File: src/rtl/operand_accumulator_if.sv
// ----------------------------------------------------------------------------
// operand_accumulator_if
//   Operand stream in, group result out, plus the busy indication.
//   slave  : the accumulator side (accepts operands, presents results)
//   master : the producer/consumer side that drives operands and takes results
// ----------------------------------------------------------------------------
interface operand_accumulator_if #(
    parameter int SIZE = 4
);
    logic            in_valid;
    logic            in_ready;
    logic [SIZE-1:0] in_data;
    logic            out_valid;
    logic            out_ready;
    logic [SIZE-1:0] out_sum;
    logic            out_ovf;
    logic            busy;

    modport slave (
        input  in_valid, in_data, out_ready,
        output in_ready, out_valid, out_sum, out_ovf, busy
    );

    modport master (
        output in_valid, in_data, out_ready,
        input  in_ready, out_valid, out_sum, out_ovf, busy
    );
endinterface

File: src/rtl/operand_accumulator.sv
// ----------------------------------------------------------------------------
// operand_accumulator
//   Sums each group of NUM_OPS unsigned SIZE-bit operands received over a
//   valid/ready stream through one ripple_carry adder (acc on A, operand on B,
//   carry-in 0) and presents the group total with a sticky overflow flag.
//
//   Optional feature macro: ACC_SAT_EN
//     defined   : any adder carry saturates the accumulator to all ones
//     undefined : the accumulator wraps modulo 2^SIZE
//   Overflow flag, handshake timing and latency are the same in both builds.
//
//   Reset is synchronous and active low.
// ----------------------------------------------------------------------------

// ripple_carry: SIZE-bit ripple adder exposing the carry out of every stage.
module ripple_carry #(
    parameter int SIZE = 4
) (
    input  logic [SIZE-1:0] A,
    input  logic [SIZE-1:0] B,
    input  logic            Cin,
    output logic [SIZE-1:0] S,
    output logic [SIZE-1:0] Cout
);
    // Walk the carry from bit 0 upward, one full adder per bit.
    always_comb begin
        logic c;
        // NOTE: every output bit is assigned on every pass through this block,
        // so no storage is implied.
        c = Cin;
        for (int i = 0; i < SIZE; i++) begin
            S[i]    = A[i] ^ B[i] ^ c;
            c       = (A[i] & B[i]) | (c & (A[i] ^ B[i]));
            Cout[i] = c;
        end
    end
endmodule

module operand_accumulator #(
    parameter int SIZE    = 4,
    parameter int NUM_OPS = 4
) (
    input  logic                 clk,
    input  logic                 rst_n,
    operand_accumulator_if.slave bus
);
    localparam int              CNT_W    = $clog2(NUM_OPS + 1);
    localparam logic [CNT_W-1:0] LAST_CNT = CNT_W'(NUM_OPS - 1);

    typedef enum logic [1:0] {
        IDLE,
        ACCUM,
        DONE
    } state_t;

    state_t           state;
    logic [SIZE-1:0]  acc;
    logic [CNT_W-1:0] cnt;
    logic             ovf;
    logic             in_ready_q;
    logic             out_valid_q;
    logic             busy_q;

    logic [SIZE-1:0]  sum;
    logic [SIZE-1:0]  carries;
    logic             carry;
    logic [SIZE-1:0]  acc_upd;
    logic             ovf_upd;
    logic             in_take;
    logic             out_take;

    ripple_carry #(
        .SIZE (SIZE)
    ) u_adder (
        .A    (acc),
        .B    (bus.in_data),
        .Cin  (1'b0),
        .S    (sum),
        .Cout (carries)
    );

    // Only the top-stage carry signals overflow; the lower stage carries are
    // internal to the chain and deliberately left unobserved.
    assign carry = carries[SIZE-1];
    logic unused_carry_chain;
    assign unused_carry_chain = ^carries;

`ifdef ACC_SAT_EN
    // Saturate on carry; an all-ones accumulator can only stay all ones.
    assign acc_upd = carry ? {SIZE{1'b1}} : sum;
`else
    // Wrap modulo 2^SIZE.
    assign acc_upd = sum;
`endif
    assign ovf_upd = ovf | carry;

    assign in_take  = bus.in_valid  & in_ready_q;
    assign out_take = out_valid_q   & bus.out_ready;

    // Group sequencing: operand acceptance, accumulation and result hand-off.
    always_ff @(posedge clk) begin
        // NOTE: sequential state uses non-blocking assignments only, so every
        // register sees the pre-edge values of the others.
        if (!rst_n) begin
            state       <= IDLE;
            acc         <= '0;
            cnt         <= '0;
            ovf         <= 1'b0;
            in_ready_q  <= 1'b1;
            out_valid_q <= 1'b0;
            busy_q      <= 1'b0;
        end else begin
            case (state)
                IDLE: begin
                    if (in_take) begin
                        // acc is 0 here, so the adder result is just the operand.
                        acc    <= bus.in_data;
                        cnt    <= CNT_W'(1);
                        ovf    <= 1'b0;
                        busy_q <= 1'b1;
                        if (NUM_OPS == 1) begin
                            state       <= DONE;
                            in_ready_q  <= 1'b0;
                            out_valid_q <= 1'b1;
                        end else begin
                            state <= ACCUM;
                        end
                    end
                end
                ACCUM: begin
                    if (in_take) begin
                        acc <= acc_upd;
                        ovf <= ovf_upd;
                        cnt <= cnt + CNT_W'(1);
                        if (cnt == LAST_CNT) begin
                            state       <= DONE;
                            in_ready_q  <= 1'b0;
                            out_valid_q <= 1'b1;
                        end
                    end
                end
                DONE: begin
                    if (out_take) begin
                        state       <= IDLE;
                        acc         <= '0;
                        cnt         <= '0;
                        ovf         <= 1'b0;
                        in_ready_q  <= 1'b1;
                        out_valid_q <= 1'b0;
                        busy_q      <= 1'b0;
                    end
                end
                default: begin
                    state       <= IDLE;
                    acc         <= '0;
                    cnt         <= '0;
                    ovf         <= 1'b0;
                    in_ready_q  <= 1'b1;
                    out_valid_q <= 1'b0;
                    busy_q      <= 1'b0;
                end
            endcase
        end
    end

    // acc and ovf are frozen in DONE, so they drive the result directly.
    assign bus.in_ready  = in_ready_q;
    assign bus.out_valid = out_valid_q;
    assign bus.out_sum   = acc;
    assign bus.out_ovf   = ovf;
    assign bus.busy      = busy_q;
endmodule
File: src/flat_wrapper.sv
// flat-port wrapper written by rule: the top's interface ports become plain ports
module operand_accumulator_flat 
#(
    parameter int SIZE    = 4,
    parameter int NUM_OPS = 4
)
  (clk, rst_n, bus_in_valid, bus_in_data, bus_out_ready, bus_in_ready, bus_out_valid, bus_out_sum, bus_out_ovf, bus_busy);
  operand_accumulator_if #(.SIZE(SIZE)) bus_i ();
  input  logic clk;
  input  logic rst_n;
  input wire logic [$bits(bus_i.in_valid)-1:0] bus_in_valid;
  input wire logic [$bits(bus_i.in_data)-1:0] bus_in_data;
  input wire logic [$bits(bus_i.out_ready)-1:0] bus_out_ready;
  output wire logic [$bits(bus_i.in_ready)-1:0] bus_in_ready;
  output wire logic [$bits(bus_i.out_valid)-1:0] bus_out_valid;
  output wire logic [$bits(bus_i.out_sum)-1:0] bus_out_sum;
  output wire logic [$bits(bus_i.out_ovf)-1:0] bus_out_ovf;
  output wire logic [$bits(bus_i.busy)-1:0] bus_busy;
  assign bus_i.in_valid = bus_in_valid;
  assign bus_i.in_data = bus_in_data;
  assign bus_i.out_ready = bus_out_ready;
  assign bus_in_ready = bus_i.in_ready;
  assign bus_out_valid = bus_i.out_valid;
  assign bus_out_sum = bus_i.out_sum;
  assign bus_out_ovf = bus_i.out_ovf;
  assign bus_busy = bus_i.busy;
  operand_accumulator #(.SIZE(SIZE), .NUM_OPS(NUM_OPS)) u_core (.clk(clk), .rst_n(rst_n), .bus(bus_i));
endmodule
File: config.mk
export PLATFORM = sky130hd
export DESIGN_NAME = operand_accumulator_flat
export DESIGN_NICKNAME = d
export VERILOG_FILES = /design/src/rtl/operand_accumulator_if.sv /design/src/rtl/operand_accumulator.sv /design/src/flat_wrapper.sv
export SDC_FILE = /design/constraint.sdc
export NUM_CORES = 1
export LEC_CHECK = 0
export ABC_AREA = 1
export BUFFER_PORTS_ARGS = -buffer_cell sky130_fd_sc_hd__buf_4
export CAP_MARGIN = 30
export CORE_MARGIN = 2
export CORE_UTILIZATION = 44
export CTS_BUF_LIST = sky130_fd_sc_hd__clkbuf_16
export DETAILED_ROUTE_END_ITERATION = 7
export GPL_ROUTABILITY_DRIVEN = 0
export GPL_TIMING_DRIVEN = 1
export PLACE_DENSITY_LB_ADDON = 0.1
export REMOVE_ABC_BUFFERS = 1
export SETUP_SLACK_MARGIN = 0.02
export SYNTH_ARGS = -nofsm -noshare
export SYNTH_HDL_FRONTEND = slang
export SYNTH_SLANG_ARGS = --single-unit
File: constraint.sdc
create_clock -name clk -period 3.8 [get_ports clk]
set_input_delay 0.19 -clock clk [delete_from_list [all_inputs] [get_ports clk]]
set_output_delay 0.19 -clock clk [all_outputs]
set_load 0.05 [all_outputs]
==> results of run 1 <==
## report_power, final
group          switching, µW  leakage, µW  internal (µW)
combinational           49.2     0.000299           29.5
sequential              7.26     0.000107            145
clock                   56.2    0.0000423            139
## worst max-delay path: stages (launching register included)
cell and delay (ns):
dfxtp_1 0.36, ha_1 0.16, inv_1 0.04, fa_1 0.35, inv_1 0.07, fa_1 0.16
inv_1 0.05, fa_1 0.46, o21ai_0 0.09, o21ai_1 0.15, nor2_1 0.06
## per-layer routing
metal / vias up / GRT usage, %
met5: - / 0
met3: 0 / 5.88
met1: 291 / 22.6
met2: 8 / 26.4
met4: 0 / 2.86
li1: 337 / -
## per-stage QoR
| stage | power (µW) | instance area (µm²) | utilization (%) | setup slack (ns) |
|---|---|---|---|---|
| after global routing | 450 | 965 | 56.5 | 1.60 |
| after CTS | 432 | 965 | 56.5 | 1.74 |
| after floorplan | 209 | 742 | - | 1.49 |
| after detailed placement | 234 | 886 | 51.9 | 1.75 |
| after global placement | 232 | 886 | 51.9 | 1.82 |
| final | 426 | 965 | 56.5 | 1.74 |
## registers in the layout, indices dropped and copies added, names as in the netlist
register,count
u_core.bus.busy,1
u_core.bus.in_ready,1
u_core.bus.out_ovf,1
u_core.bus.out_sum,4
u_core.bus.out_valid,1
u_core.cnt,3
u_core.state,2
## path summary, 6_finish.rpt
kind	from	slack, ns	cells past startpoint	end
worst min-delay path	rst_n	0.21	2	u_core.bus.in_ready
worst max-delay path	u_core.bus.out_sum[0]	1.74	10	u_core.bus.out_sum[3]
worst max register to register	u_core.bus.out_sum[0]	1.74	10	u_core.bus.out_sum[3]
worst min register to register	u_core.bus.out_ovf	0.45	2	u_core.bus.out_ovf
## cells in the final DEF (no fill, tap or decap), types with 2 or more instances in the layout
| cell | synthesis | routed |
|---|---|---|
| a21oi_1 | 4 | 4 |
| a21oi_2 | 6 | 6 |
| buf_4 | 0 | 15 |
| clkbuf_16 | 0 | 3 |
| dfxtp_1 | 13 | 13 |
| fa_1 | 3 | 3 |
| ha_1 | 3 | 3 |
| inv_1 | 10 | 11 |
| inv_2 | 2 | 2 |
| nand2_1 | 19 | 19 |
| nand3_1 | 8 | 8 |
| nand3_2 | 4 | 4 |
| nor2_1 | 8 | 8 |
| o21ai_0 | 2 | 2 |
| o21ai_1 | 5 | 5 |
## logic make-up after synthesis
| family | Yosys count | share of synthesized area, % |
|---|---|---|
| AND/OR/NAND/NOR | 44 | 29.4 |
| AO/OA/AOI/OAI | 17 | 13.7 |
| buffers and inverters | 15 | 11.4 |
| flip-flops | 13 | 33.1 |
| adder cells (fa/ha/maj) | 6 | 12.4 |
## layout make-up
cell class | instances | area share [%]
timing repair buffer | 15 | 11.7
clock inverter | 1 | 0.389
sequential | 13 | 27.0
inverter | 12 | 4.67
multi-input combinational | 67 | 45.3
tap | 25 | 3.24
clock buffer | 3 | 7.78
==> flow_metrics.tcl, run 1 <==
set metrics [dict create \
    status "finished, final reports clean" \
    htree_levels 1 \
    avgSynthCellArea_um2 8.28 \
    num-fill-cells 166 \
    final_layout_size_suffix_gt1_share_pct 30.6 \
    dp_hpwl_um 1100 \
    cts.sinks 13 \
    synth_top_area_share_pct 33.1 \
    tightest_slew_ns 0.415 \
    route.top_layer_used "met3" \
    met1_length_um 738 \
    holdWs_ns 0.213 \
    postCtsSetupRepairBufs 0 \
    antenna_found_initial 0 \
    final-seq-area_um2 260 \
    cp_data_required_time_ns 3.93 \
    slew_headroom_pct 72.3 \
    period_share_pct 54.3 \
    io_buffers 15 \
    ant_nets 0 \
    vias 636 \
    clk_path_buf_depth 2 \
    setup_viol 0 \
    grt_pass1_wl_um 2620 \
    avgViaCountPerCell 4.68 \
    initial_utilization_pct 46.1 \
    layout_min_cycle_time_ns 2.06 \
    cts_buffers 3 \
    leakage_uw 0.000448 \
    yosysSeqAreaShare_pct 33.1 \
    grt_pass1_vias 620 \
    start_kind "flip-flop" \
    avgRoutedWirePerCell_um 11.2 \
    slew_violations 0 \
    netlist_area_um2 787 \
    firstDrtPassIters 3 \
    synth_top_area_cell "dfxtp_1" \
    yosys-top-cells-count "nand2_1, dfxtp_1, inv_1" \
    ys_top_cells_by_area "dfxtp_1, nand2_1, fa_1, a21oi_2, buf_12" \
    dieHeight_um 46.3 \
    clk_latency_ns 0.24 \
    fin_skew_ns 0.00349 \
    synth_enable_flop_cells 0 \
    cts.repair.resized 0 \
    initialDrtViolationCount 13 \
    synthFlopType "dfxtp_1" \
    peakVddDrop_mv 0.497 \
    dieArea_mm2 0.00214 \
    grt_overflow 0 \
    ys_warn_count 0 \
    dr_wl_met3_um 64 \
    routed_wl_um 1520 \
    ios 16 \
    crit_arrival_ns 2.19 \
    power.density_mw_per_mm2 441 \
    fin_cells 136 \
    route.met2.wl_um 719 \
    maxCapViolCount 0 \
    async_flop_share_pct 0 \
    rows 15 \
    yosysMostFrequentCell "nand2_1" \
    coreArea_mm2 0.00171 \
    area_growth_pct 22.6 \
    synth-seq-cells 13 \
    die_w_um 46.3 \
    hold_violations 0 \
    endpoint_kind "flip-flop" \
    clkTransAtPathRegs_ns 0.05 \
    dp.cells 132 \
    fmax_mhz 484 \
    cts_tree "built" \
    crit_type "reg2reg" \
    drc 0 \
    diodes 0 \
    clockRootBuffer "clkbuf_16" \
    setup_tns_ns 0 \
    layout.nets 126 \
    grt_setup_unrepaired "no" \
    grt_max_degree 15 \
    postSynthCellCount 95 \
    track_usage_pct 16.9 \
    cp_max_fo 3 \
    ys_types 20 \
    multiInputGateArea_um2 437 \
    worstHoldPathType "in2reg" \
    cts_hold_buf 0 \
]
No activity file was read; power rests on OpenSTA's default activity.
==> inputs of run 2 (changes only) <==
Clock period 3.8 ns to 1.75 ns, I/O delays scaled along.
==> flow_metrics.tcl, run 2 (synthesized netlist as in run 1, its figures left out) <==
set metrics [dict create \
    switching_share_pct 27.1 \
    firstDrtPassIters 4 \
    drc 0 \
    p_switching_uw 257 \
    fin_skew_ns 0.00606 \
    fmax_mhz 525 \
    layout.nets 130 \
    ios 16 \
    peakVddDrop_mv 0.470 \
    leakage_uw 0.000464 \
    clockRootBuffer "clkbuf_16" \
    maxCapViolCount 0 \
    htree_levels 1 \
    crit_arrival_ns 2.04 \
    io_buffers 15 \
    layout_min_cycle_time_ns 1.91 \
    cts_buffers 3 \
    final-seq-area_um2 262 \
    grt_pass1_vias 610 \
    power.density_mw_per_mm2 931 \
    violations "negative setup slack" \
    slew_headroom_pct 80.1 \
    dp.cells 135 \
    avgRoutedWirePerCell_um 11.2 \
    seq_power_share_pct 34.9 \
    start_kind "flip-flop" \
    num-fill-cells 158 \
    slew_violations 0 \
    fin_cells 140 \
    die_w_um 46.3 \
    dp_hpwl_um 1160 \
    rows 15 \
    ant_nets 0 \
    tightest_slew_ns 0.298 \
    hold_violations 0 \
    worstHoldPathType "in2reg" \
    grt_overflow 0 \
    routed_wl_um 1570 \
    final_cell_mix "nand2_1, buf_4, dfxtp_1" \
    coreArea_mm2 0.00171 \
    grt_pass1_wl_um 2640 \
    cp_data_required_time_ns 1.89 \
    antenna_found_initial 0 \
    clk_path_buf_depth 2 \
    holdWs_ns 0.113 \
    area_growth_pct 29.4 \
    grt_setup_unrepaired "yes" \
    cts.sinks 13 \
    track_usage_pct 17.7 \
    setup_viol 2 \
    endpoint_kind "flip-flop" \
    multiInputGateArea_um2 459 \
    initial_utilization_pct 46.1 \
    vias 681 \
    clk_latency_ns 0.24 \
    period_share_pct 109 \
    p_clk_share_pct 45.5 \
    worst_slack_ns -0.156 \
    largest_register_ffs 4 \
    status "finished with violations" \
    cts_tree "built" \
    grt_max_degree 14 \
    final_layout_size_suffix_gt1_share_pct 39.1 \
    combPwrFrac_pct 19.7 \
    clkTransAtPathRegs_ns 0.05 \
    dp_slack_ns -0.247 \
    p_int_uw 691 \
    dieHeight_um 46.3 \
    avgViaCountPerCell 4.86 \
    crit_type "reg2reg" \
    cp_max_fo 2 \
    diodes 0 \
    dieArea_mm2 0.00214 \
    initialDrtViolationCount 12 \
    cts_hold_buf 0 \
]
[run 2: critical path, stage by stage (launching register included)]
cell and delay [ns]:
dfxtp_2 0.34, ha_4 0.13, inv_2 0.03, fa_2 0.32, inv_2 0.06, fa_2 0.17
inv_1 0.04, fa_1 0.47, o21ai_1 0.07, o21ai_1 0.12, nor2_1 0.05
[run 2: cell type report]
type / instances / area share [%]
clock buffer: 3 / 7.37
clock inverter: 1 / 0.369
inverter: 12 / 4.42
multi-input combinational: 67 / 45.1
sequential: 13 / 25.7
tap: 25 / 3.07
timing repair buffer: 19 / 14.0
[run 2: power groups by stage]
stage	sequential, µW	combinational (µW)	clock [µW]
CTS	330	187	438
global route	332	208	454
global placement	334	176	0
finish	331	186	431
detailed placement	335	178	0
floorplan	372	82.2	0
[run 2: final timing paths]
| check | slack [ns] | endpoint | cells past startpoint | start |
|---|---|---|---|---|
| min | 0.11 | u_core.bus.in_ready | 2 | rst_n |
| max | -0.16 | u_core.bus.out_sum[3] | 10 | u_core.bus.out_sum[0] |
| min reg2reg | 0.46 | u_core.bus.busy | 2 | u_core.bus.busy |
| max reg2reg | -0.16 | u_core.bus.out_sum[3] | 10 | u_core.bus.out_sum[0] |
[run 2: timing repair]
item	CTS	global route
resized for setup	7	2
buffers inserted	1	0
setup endpoints to repair	3	3
gates cloned	0	0
endpoints found under the hold margin	0	0
pin swaps	4	5
[run 2: stage by stage]
step / util [%] / cell area (µm²) / TNS (ns) / total power, µW
global placement: 53.2 / 908 / -0.251 / 510
floorplan: - / 742 / -1.38 / 454
finish: 59.6 / 1020 / -0.199 / 949
detailed placement: 53.2 / 908 / -0.368 / 513
global route: 59.6 / 1020 / -0.407 / 995
CTS: 59.3 / 1010 / -0.250 / 955
[run 2: metal layers]
layer	global-route usage (%)	routed length, µm	vias to the layer above
met3	3.53	66	2
met1	24.5	718	314
met5	0	0	-
met4	8.00	13	0
li1	-	-	350
met2	26.1	765	15
